<file path="config.mk">
export PLATFORM = sky130hd
export DESIGN_NAME = stepper_pulse_gen
export DESIGN_NICKNAME = d
export VERILOG_FILES = /design/src/rtl/stepper_pkg.sv /design/src/rtl/stepper_pulse_gen_phase_timer.sv /design/src/rtl/stepper_pulse_gen.sv
export SDC_FILE = /design/constraint.sdc
export NUM_CORES = 1
export LEC_CHECK = 0
export ABC_CLOCK_PERIOD_IN_PS = 6800
export CAP_MARGIN = 0
export CORE_UTILIZATION = 59
export DETAILED_ROUTE_END_ITERATION = 8
export PLACE_DENSITY = 0.87
export SLEW_MARGIN = 20
export SYNTH_ARGS = -nofsm -noshare
export SYNTH_HDL_FRONTEND = slang
export SYNTH_SLANG_ARGS = --single-unit
</file>
<file path="constraint.sdc">
create_clock -name clk_50 -period 6.8 [get_ports clk_50]
set_clock_uncertainty 0.05 [all_clocks]
set_input_delay 1.36 -clock clk_50 [delete_from_list [all_inputs] [get_ports clk_50]]
set_output_delay 1.36 -clock clk_50 [all_outputs]
set_load 0.1 [all_outputs]
</file>
<file path="src/rtl/stepper_pkg.sv">
// Shared types and default timing constants for the STEP/DIR pulse generator.
package stepper_pkg;

  typedef enum logic [2:0] {IDLE, SETUP, HIGH, LOW, DONE} step_state_t;

  localparam int CLK_HZ        = 50_000_000;
  localparam int DEF_SETUP_CYC = 10;
  localparam int DEF_MIN_HALF  = 50;

endpackage

</file>
<file path="src/rtl/stepper_pulse_gen_phase_timer.sv">
// Loadable down-counter that times the SETUP, HIGH and LOW phases.
// o_zero is registered alongside the count, so it is valid from the cycle after a load.
module phase_timer #(
  parameter int PER_W = 16
) (
  input  logic             clk_50,
  input  logic             reset,
  input  logic             i_load,
  input  logic [PER_W-1:0] i_load_val,
  input  logic             i_count_en,
  output logic             o_zero
);

  logic [PER_W-1:0] r_count;
  logic             r_zero;

  // NOTE: state registers use non-blocking assignments so every flop samples pre-edge values.
  always_ff @(posedge clk_50 or posedge reset) begin
    if (reset) begin
      r_count <= '0;
      r_zero  <= 1'b1;
    end else if (i_load) begin
      r_count <= i_load_val;
      r_zero  <= (i_load_val == '0);
    end else if (i_count_en && !r_zero) begin
      r_count <= r_count - PER_W'(1);
      r_zero  <= (r_count == PER_W'(1));
    end
  end

  assign o_zero = r_zero;

endmodule

</file>
<file path="src/rtl/stepper_pulse_gen.sv">
// Command-driven STEP/DIR pulse generator for one stepper axis: enforces DIR setup and
// minimum pulse width, counts remaining pulses and tracks signed absolute position.
module stepper_pulse_gen
  import stepper_pkg::*;
#(
  parameter int STEP_W    = 16,
  parameter int PER_W     = 16,
  parameter int POS_W     = 24,
  parameter int SETUP_CYC = DEF_SETUP_CYC,
  parameter int MIN_HALF  = DEF_MIN_HALF
) (
  input  logic                    clk_50,
  input  logic                    reset,
  input  logic                    cmd_valid,
  output logic                    cmd_ready,
  input  logic [STEP_W-1:0]       cmd_steps,
  input  logic                    cmd_dir,
  input  logic [PER_W-1:0]        cmd_half_period,
  input  logic                    enable,
  input  logic                    abort,
  output logic                    step,
  output logic                    dir,
  output logic                    busy,
  output logic                    done,
  output logic                    aborted,
  output logic [STEP_W-1:0]       steps_left,
  output logic signed [POS_W-1:0] position
);

  step_state_t              r_state;
  step_state_t              w_next_state;
  logic [PER_W-1:0]         r_half;
  logic [PER_W-1:0]         w_half_clamped;
  logic [PER_W-1:0]         w_tmr_val;
  logic                     w_tmr_load;
  logic                     w_tmr_en;
  logic                     w_tmr_zero;
  logic                     w_timed;
  logic                     w_run;
  logic                     w_accept;
  logic                     w_abort_req;
  logic                     w_phase_end;
  logic                     r_abort_pend;
  logic                     r_step;
  logic                     r_dir;
  logic                     r_busy;
  logic                     r_done;
  logic                     r_aborted;
  logic [STEP_W-1:0]        r_steps_left;
  logic signed [POS_W-1:0]  r_position;

  assign w_half_clamped = (cmd_half_period < PER_W'(MIN_HALF)) ? PER_W'(MIN_HALF) : cmd_half_period;
  assign w_accept       = cmd_valid && (r_state == IDLE);
  assign w_abort_req    = r_abort_pend || abort;
  assign w_timed        = (r_state == SETUP) || (r_state == HIGH) || (r_state == LOW);
  // A pending abort keeps the timers running even while paused.
  assign w_run          = enable || w_abort_req;
  assign w_tmr_en       = w_timed && w_run;
  assign w_phase_end    = w_tmr_en && w_tmr_zero;

  phase_timer #(.PER_W(PER_W)) u_timer (
    .clk_50     (clk_50),
    .reset      (reset),
    .i_load     (w_tmr_load),
    .i_load_val (w_tmr_val),
    .i_count_en (w_tmr_en),
    .o_zero     (w_tmr_zero)
  );

  // Timers are loaded with length-1 so each phase lasts exactly its length in cycles.
  // NOTE: every signal written here gets a default first so no latch is inferred.
  always_comb begin
    w_next_state = r_state;
    w_tmr_load   = 1'b0;
    w_tmr_val    = r_half - PER_W'(1);
    case (r_state)
      IDLE: begin
        if (w_accept) begin
          w_next_state = SETUP;
          w_tmr_load   = 1'b1;
          w_tmr_val    = PER_W'(SETUP_CYC - 1);
        end
      end
      SETUP: begin
        if (w_abort_req) begin
          w_next_state = DONE;
        end else if (w_phase_end) begin
          if (r_steps_left != '0) begin
            w_next_state = HIGH;
            w_tmr_load   = 1'b1;
          end else begin
            w_next_state = DONE;
          end
        end
      end
      HIGH: begin
        if (w_phase_end) begin
          w_next_state = LOW;
          w_tmr_load   = 1'b1;
        end
      end
      LOW: begin
        if (w_phase_end) begin
          if ((r_steps_left != '0) && !w_abort_req) begin
            w_next_state = HIGH;
            w_tmr_load   = 1'b1;
          end else begin
            w_next_state = DONE;
          end
        end
      end
      DONE:    w_next_state = IDLE;
      default: w_next_state = IDLE;
    endcase
  end

  always_ff @(posedge clk_50 or posedge reset) begin
    if (reset) begin
      r_state      <= IDLE;
      r_half       <= '0;
      r_abort_pend <= 1'b0;
      r_step       <= 1'b0;
      r_dir        <= 1'b0;
      r_busy       <= 1'b0;
      r_done       <= 1'b0;
      r_aborted    <= 1'b0;
      r_steps_left <= '0;
      r_position   <= '0;
    end else begin
      r_state <= w_next_state;
      r_step  <= (w_next_state == HIGH);
      r_done  <= (w_next_state == DONE);
      r_busy  <= (w_next_state != IDLE);

      if (w_accept) begin
        r_dir        <= cmd_dir;
        r_steps_left <= cmd_steps;
        r_half       <= w_half_clamped;
        r_aborted    <= 1'b0;
      end

      if ((r_state != HIGH) && (w_next_state == HIGH)) begin
        r_position <= r_dir ? r_position + POS_W'(1) : r_position - POS_W'(1);
      end
      if ((r_state == HIGH) && (w_next_state == LOW)) begin
        r_steps_left <= r_steps_left - STEP_W'(1);
      end

      if (r_state == DONE) begin
        if (r_abort_pend) r_aborted <= 1'b1;
        r_abort_pend <= 1'b0;
      end else if (w_timed && abort) begin
        r_abort_pend <= 1'b1;
      end
    end
  end

  assign cmd_ready  = (r_state == IDLE);
  assign step       = r_step;
  assign dir        = r_dir;
  assign busy       = r_busy;
  assign done       = r_done;
  assign aborted    = r_aborted;
  assign steps_left = r_steps_left;
  assign position   = r_position;

endmodule

</file>
After elaboration in Yosys (flattened, before gate mapping)
Index checks and enable logic that the tools add are counted.

Flip-flop bits (word level): 82. Output and inout port bits: 46.

$add $sub $neg: 5. $lt $le $gt $ge: 1. Eq/ne operators: 9. Muxes and demuxes: 31. Reductions and logical operators: 21.

Operators by type and width (count): 16-bit two-way mux (7); 16-bit by 1-bit subtractor with 16-bit output, second input constant (3); 24-bit by 2-bit adder with 24-bit output, second input constant (1); 24-bit two-way mux (1); 24-bit by 2-bit subtractor with 24-bit output, second input constant (1); 3-bit two-way mux (7); 16-bit by 1-bit == test with 1-bit output, second input constant (1); 16-bit logical NOT (1); 16-bit by 6-bit < comparator with 1-bit output, second input constant (1); 16-bit nonzero test (1); 1-bit two-way mux (14); 3-bit by 2-bit == test with 1-bit output, second input constant (4); 3-bit one-hot mux with 4 select lines (1); 1-bit logical AND (8); 3-bit == test, second input constant (2); 2-bit nonzero test (3); 1-bit logical OR (4); 1-bit one-hot mux with 4 select lines (1); 3-bit by 1-bit == test with 1-bit output, second input constant (1); 3-bit logical NOT (1); 3-bit by 2-bit inequality test with 1-bit output, second input constant (1); 3-bit nonzero test (1); 1-bit logical NOT (2).

Logic depth before layout (Yosys ltp)
Depth after elaboration: 11. Mapped depth: 10. Mapped depth without buffers: 9.

Hierarchy
Synthesis repeated with hierarchy kept, for this count alone.

Cell total of the unflattened synthesis: 601. Area total of the unflattened synthesis: 5292.6 um^2.

By module, submodules not included: stepper_pulse_gen (instances 1, cells an instance 490, area an instance 4251.6 um^2); phase_timer (instances 1, cells an instance 111, area an instance 1041.0 um^2).

Worst setup path after synthesis
No wires, ideal clock.

Path type: reg-to-output. From: reg r_state[2]. To: out cmd_ready. Data arrival time: 2.639 ns. Required time: 5.390 ns. Setup slack: 2.751 ns. Stages on the path, launching flop included: 3. Path buffers: 1. Cells stage by stage: dfrtp_1 -> clkbuf_1 -> nor3_1.

Longest elaborated chain between the ends: 1.

Ends and longest elaborated chain: start: declaration (line stepper_pulse_gen.sv:30) `step_state_t r_state;`; start signal: assignment (line stepper_pulse_gen.sv:130) `r_state <= w_next_state;`; 3-bit logical NOT (line stepper_pulse_gen.sv:158) `assign cmd_ready = (r_state == IDLE);`; end: declaration (line stepper_pulse_gen.sv:15) `output logic cmd_ready,`.

No other way between the ends.

Final worst setup path
From: in abort. To: reg u_timer.r_count[8].

Longest elaborated chain between the ends: 8.

Ends and longest elaborated chain: start: declaration (line stepper_pulse_gen.sv:20) `input logic abort,`; 1-bit logical OR (*) (line stepper_pulse_gen.sv:54) `assign w_abort_req = r_abort_pend || abort;`; 1-bit logical OR (line stepper_pulse_gen.sv:57) `assign w_run = enable || w_abort_req;`; 1-bit logical AND (line stepper_pulse_gen.sv:58) `assign w_tmr_en = w_timed && w_run;`; 1-bit logical AND (line stepper_pulse_gen.sv:59) `assign w_phase_end = w_tmr_en && w_tmr_zero;`; 1-bit two-way mux (line stepper_pulse_gen.sv:87) `end else if (w_phase_end) begin`; 1-bit two-way mux (line stepper_pulse_gen.sv:85) `if (w_abort_req) begin`; 1-bit one-hot mux with 4 select lines (line stepper_pulse_gen.sv:76) `case (r_state)`; 16-bit two-way mux / 2-bit nonzero test (equally long branches); end signal: assignment (line stepper_pulse_gen_phase_timer.sv:23) `r_count <= i_load_val;`; end signal: assignment (line stepper_pulse_gen_phase_timer.sv:26) `r_count <= r_count - PER_W'(1);`; end: declaration (line stepper_pulse_gen_phase_timer.sv:14) `logic [PER_W-1:0] r_count;`.

Every way passes the cells marked *; elsewhere a longest branch is shown, timed or not. A chain may end at the register's enable or synchronous reset.

==> metrics.txt <==
sequential-to-total area share from yosys stat 38.2%; layout cells sized above 1 5.62%; CTS clk-pin slew, worst paths 0.09 ns; global route overflow 0; multiplexer share of the synthesized area 0.582%; Post-Synthesis Cell Area 5380 µm²; xor/xnor share of the synthesized area 6.51%; clk sinks 82; Post-synth ARST share 100%; Data arrival, critical path 4.26 ns; Compound-Gate Fraction of Synth Area 19.4%; Post-Route Setup TNS 0 ns; Final Hold Violating Endpoints 0; status finished clean; hold buffers post-CTS 0; initial DRC count 262; Post-Synthesis Net Count 703; vias 5035; WL final 12.7 mm; Final Wtd Congestion 0.895; RSZ-0062 raised after global routing false; crit path kind input port to register; post-synthesis register bit count 82; commonest non-fill, non-tap cells in the layout 112 x nand2_1, 83 x clkdlybuf4s50_1, 81 x dfrtp_1, 52 x nor2_1, 46 x o21ai_0; first-pass GRT wire length 21.9 mm; CP max FO 14; TritonCTS Buffers 9; number of synthesized flops with an enable pin 0; Post-CTS Setup Bufs 0; TritonCTS clock tree yes; worst-margin pin slew 0.987 ns; area delta synth->final 20.4%; Fillers 667; post-CTS resize count 0; HPWL Detailed 8.97 mm; die height 97.5 µm; Synth Area per Inst 8.43 µm²; core area 8760 µm²; initial antenna violation count 0; final setup fails 0; commonest non-fill, non-tap cell in the layout nand2_1; hold wc startpoint position[7]$_DFFE_PP0P_; drt pass-1 iters 6; routed vias/inst 6.14; Synth Instances 638; Crit-path slowest cell a21oi_2; FP Rows 34; vias in the first global route 4899; crit path launch abort; main combinational cell family by area after synthesis simple AND/OR/NAND/NOR gates; Hold WC Path Type register to register; worst-path cell chain clkdlybuf4s50_1 > nor3_1 > nor3_1 > nand2_1 > nand2_1 > a21oi_2 > o311ai_0 > nand2_1; Routed Antenna Nets 0; CP Capture Type register; Final Net Count 772; CP Data Required Time 7.05 ns; CTS root buf clkbuf_8; simple-gate portion of the synthesized area 25.0%; DRC Markers 0; H-tree levels 3; Clock Latency Late Sink 0.36 ns; CP startpoint kind input port; Ports 84; Initial Util 61.4%; upper clock frequency limit 250 MHz; distinct cell type count after synthesis 68; largest net degree at the start of global routing 83; Avg WL per Cell 15.5 µm; Global Route Usage Sum 27.8%; Port-buffer cells 83; main flop type after synthesis dfrtp_1; Worst path max stage delay 0.62 ns; Synth Area in Adders 6.42%; Slew HR 34.0%; cell mode on critical path nand2_1; part of the cycle the worst path needs 58.9%; worst r2r src dir$_DFFE_PP0P_; max-cap viol count 0; minimum clock period 4.01 ns; ant diodes 0; Slew Viols, Final 0; full die area 9500 µm²; YS warnings 0; Die X 97.5 µm; clock tree buffer depth 2
final cells by class:
| cell class | instances | area, µm² | area share [%] |
|---|---|---|---|
| Multi-Input combinational cell | 506 | 3140 | 48.4 |
| Sequential cell | 82 | 2050 | 31.7 |
| Timing Repair Buffer | 87 | 865 | 13.4 |
| Clock buffer | 12 | 155 | 2.40 |
| Tap cell | 108 | 135 | 2.09 |
| Inverter | 21 | 80.1 | 1.24 |
| Clock inverter | 4 | 50.0 | 0.773 |
logic make-up (layout without fill, tap and decap cells):
| kind of cell | after synthesis | after routing |
|---|---|---|
| simple gates | 276 | 276 |
| xor+xnor | 40 | 40 |
| compound gates | 160 | 160 |
| buf+inv | 50 | 124 |
| mux | 3 | 3 |
| flops | 82 | 82 |
| fa+ha+maj | 27 | 27 |
worst max-delay path: cells and delay by family:
| family | cells | cell delay (ns) |
|---|---|---|
| and+or+nand+nor | 5 | 1.55 |
| AOI/OAI and AO/OA | 2 | 0.90 |
| buffers and inverters | 1 | 0.44 |
cells in the mapped netlist, drive strengths merged (2+ instances only):
cell type | number | area [µm²]
nand2 | 113 | 427
dfrtp | 81 | 2030
nor2 | 52 | 195
o21ai | 46 | 230
a21oi | 39 | 199
ha | 26 | 325
nand3 | 24 | 125
inv | 21 | 78.8
nor3 | 21 | 105
xnor2 | 21 | 184
xor2 | 19 | 166
nor4 | 17 | 121
buf | 15 | 82.6
o211ai | 15 | 118
clkbuf | 14 | 52.6
nand4 | 10 | 62.6
a211oi | 8 | 60.1
o31ai | 7 | 57.6
or3 | 7 | 58.8
a21o | 6 | 45.0
nand2b | 5 | 38.8
o311ai | 5 | 51.3
a311oi | 4 | 35.0
a31oi | 4 | 25.0
nor4b | 4 | 41.3
o21bai | 4 | 30.0
or4 | 4 | 30.0
a22o | 3 | 26.3
a22oi | 3 | 22.5
and2 | 3 | 18.8
and3 | 3 | 18.8
nor2b | 3 | 18.8
nor3b | 3 | 22.5
a221oi | 2 | 17.5
mux2i | 2 | 20.0
nand3b | 2 | 15.0
o2111ai | 2 | 17.5
o221a | 2 | 22.5
o22a | 2 | 17.5
through the flow:
stage	util, %	instances	cell area (µm²)	setup WS (ns)	hold slack, ns
final	73.9	820	6470	2.79	0.464
after global placement	71.4	804	6260	2.76	0.442
after global routing	73.9	820	6470	2.57	0.500
after detailed placement	71.4	804	6260	2.63	0.449
after CTS	73.7	820	6460	2.98	0.469
after floorplan	-	638	5380	2.75	0.416
sequential cells by signal, summed over array words and instances, names as in the netlist, 3 cells and up:
register	flops
position	24
r_half	16
steps_left	16
u_timer.r_count	16
r_state	3
path summary, 6_finish.rpt:
kind	endpoint	slack, ns	depth (start not counted)
setup / recovery	u_timer.r_count[8]$_DFFE_PP0P_	2.79	8
hold / removal	position[7]$_DFFE_PP0P_	0.46	2
setup reg to reg	position[22]$_DFFE_PP0P_	3.36	9
hold reg to reg	position[7]$_DFFE_PP0P_	0.46	2
max in group asynchronous	steps_left[11]$_DFFE_PP0P_	4.72	3
min in group asynchronous	position[10]$_DFFE_PP0P_	1.47	3
per-layer routing:
layer,share of wire [%],up-vias,GRT usage (%)
li1,-,2446,-
met1,44,2399,35.8
met2,50,164,47.2
met3,4.4,26,4.10
met4,1.7,0,10.7
met5,0,-,0
Power is left out: the tool's default activity adds up to more than one toggle a clock period on the data nets, which glitch-free logic cannot reach.
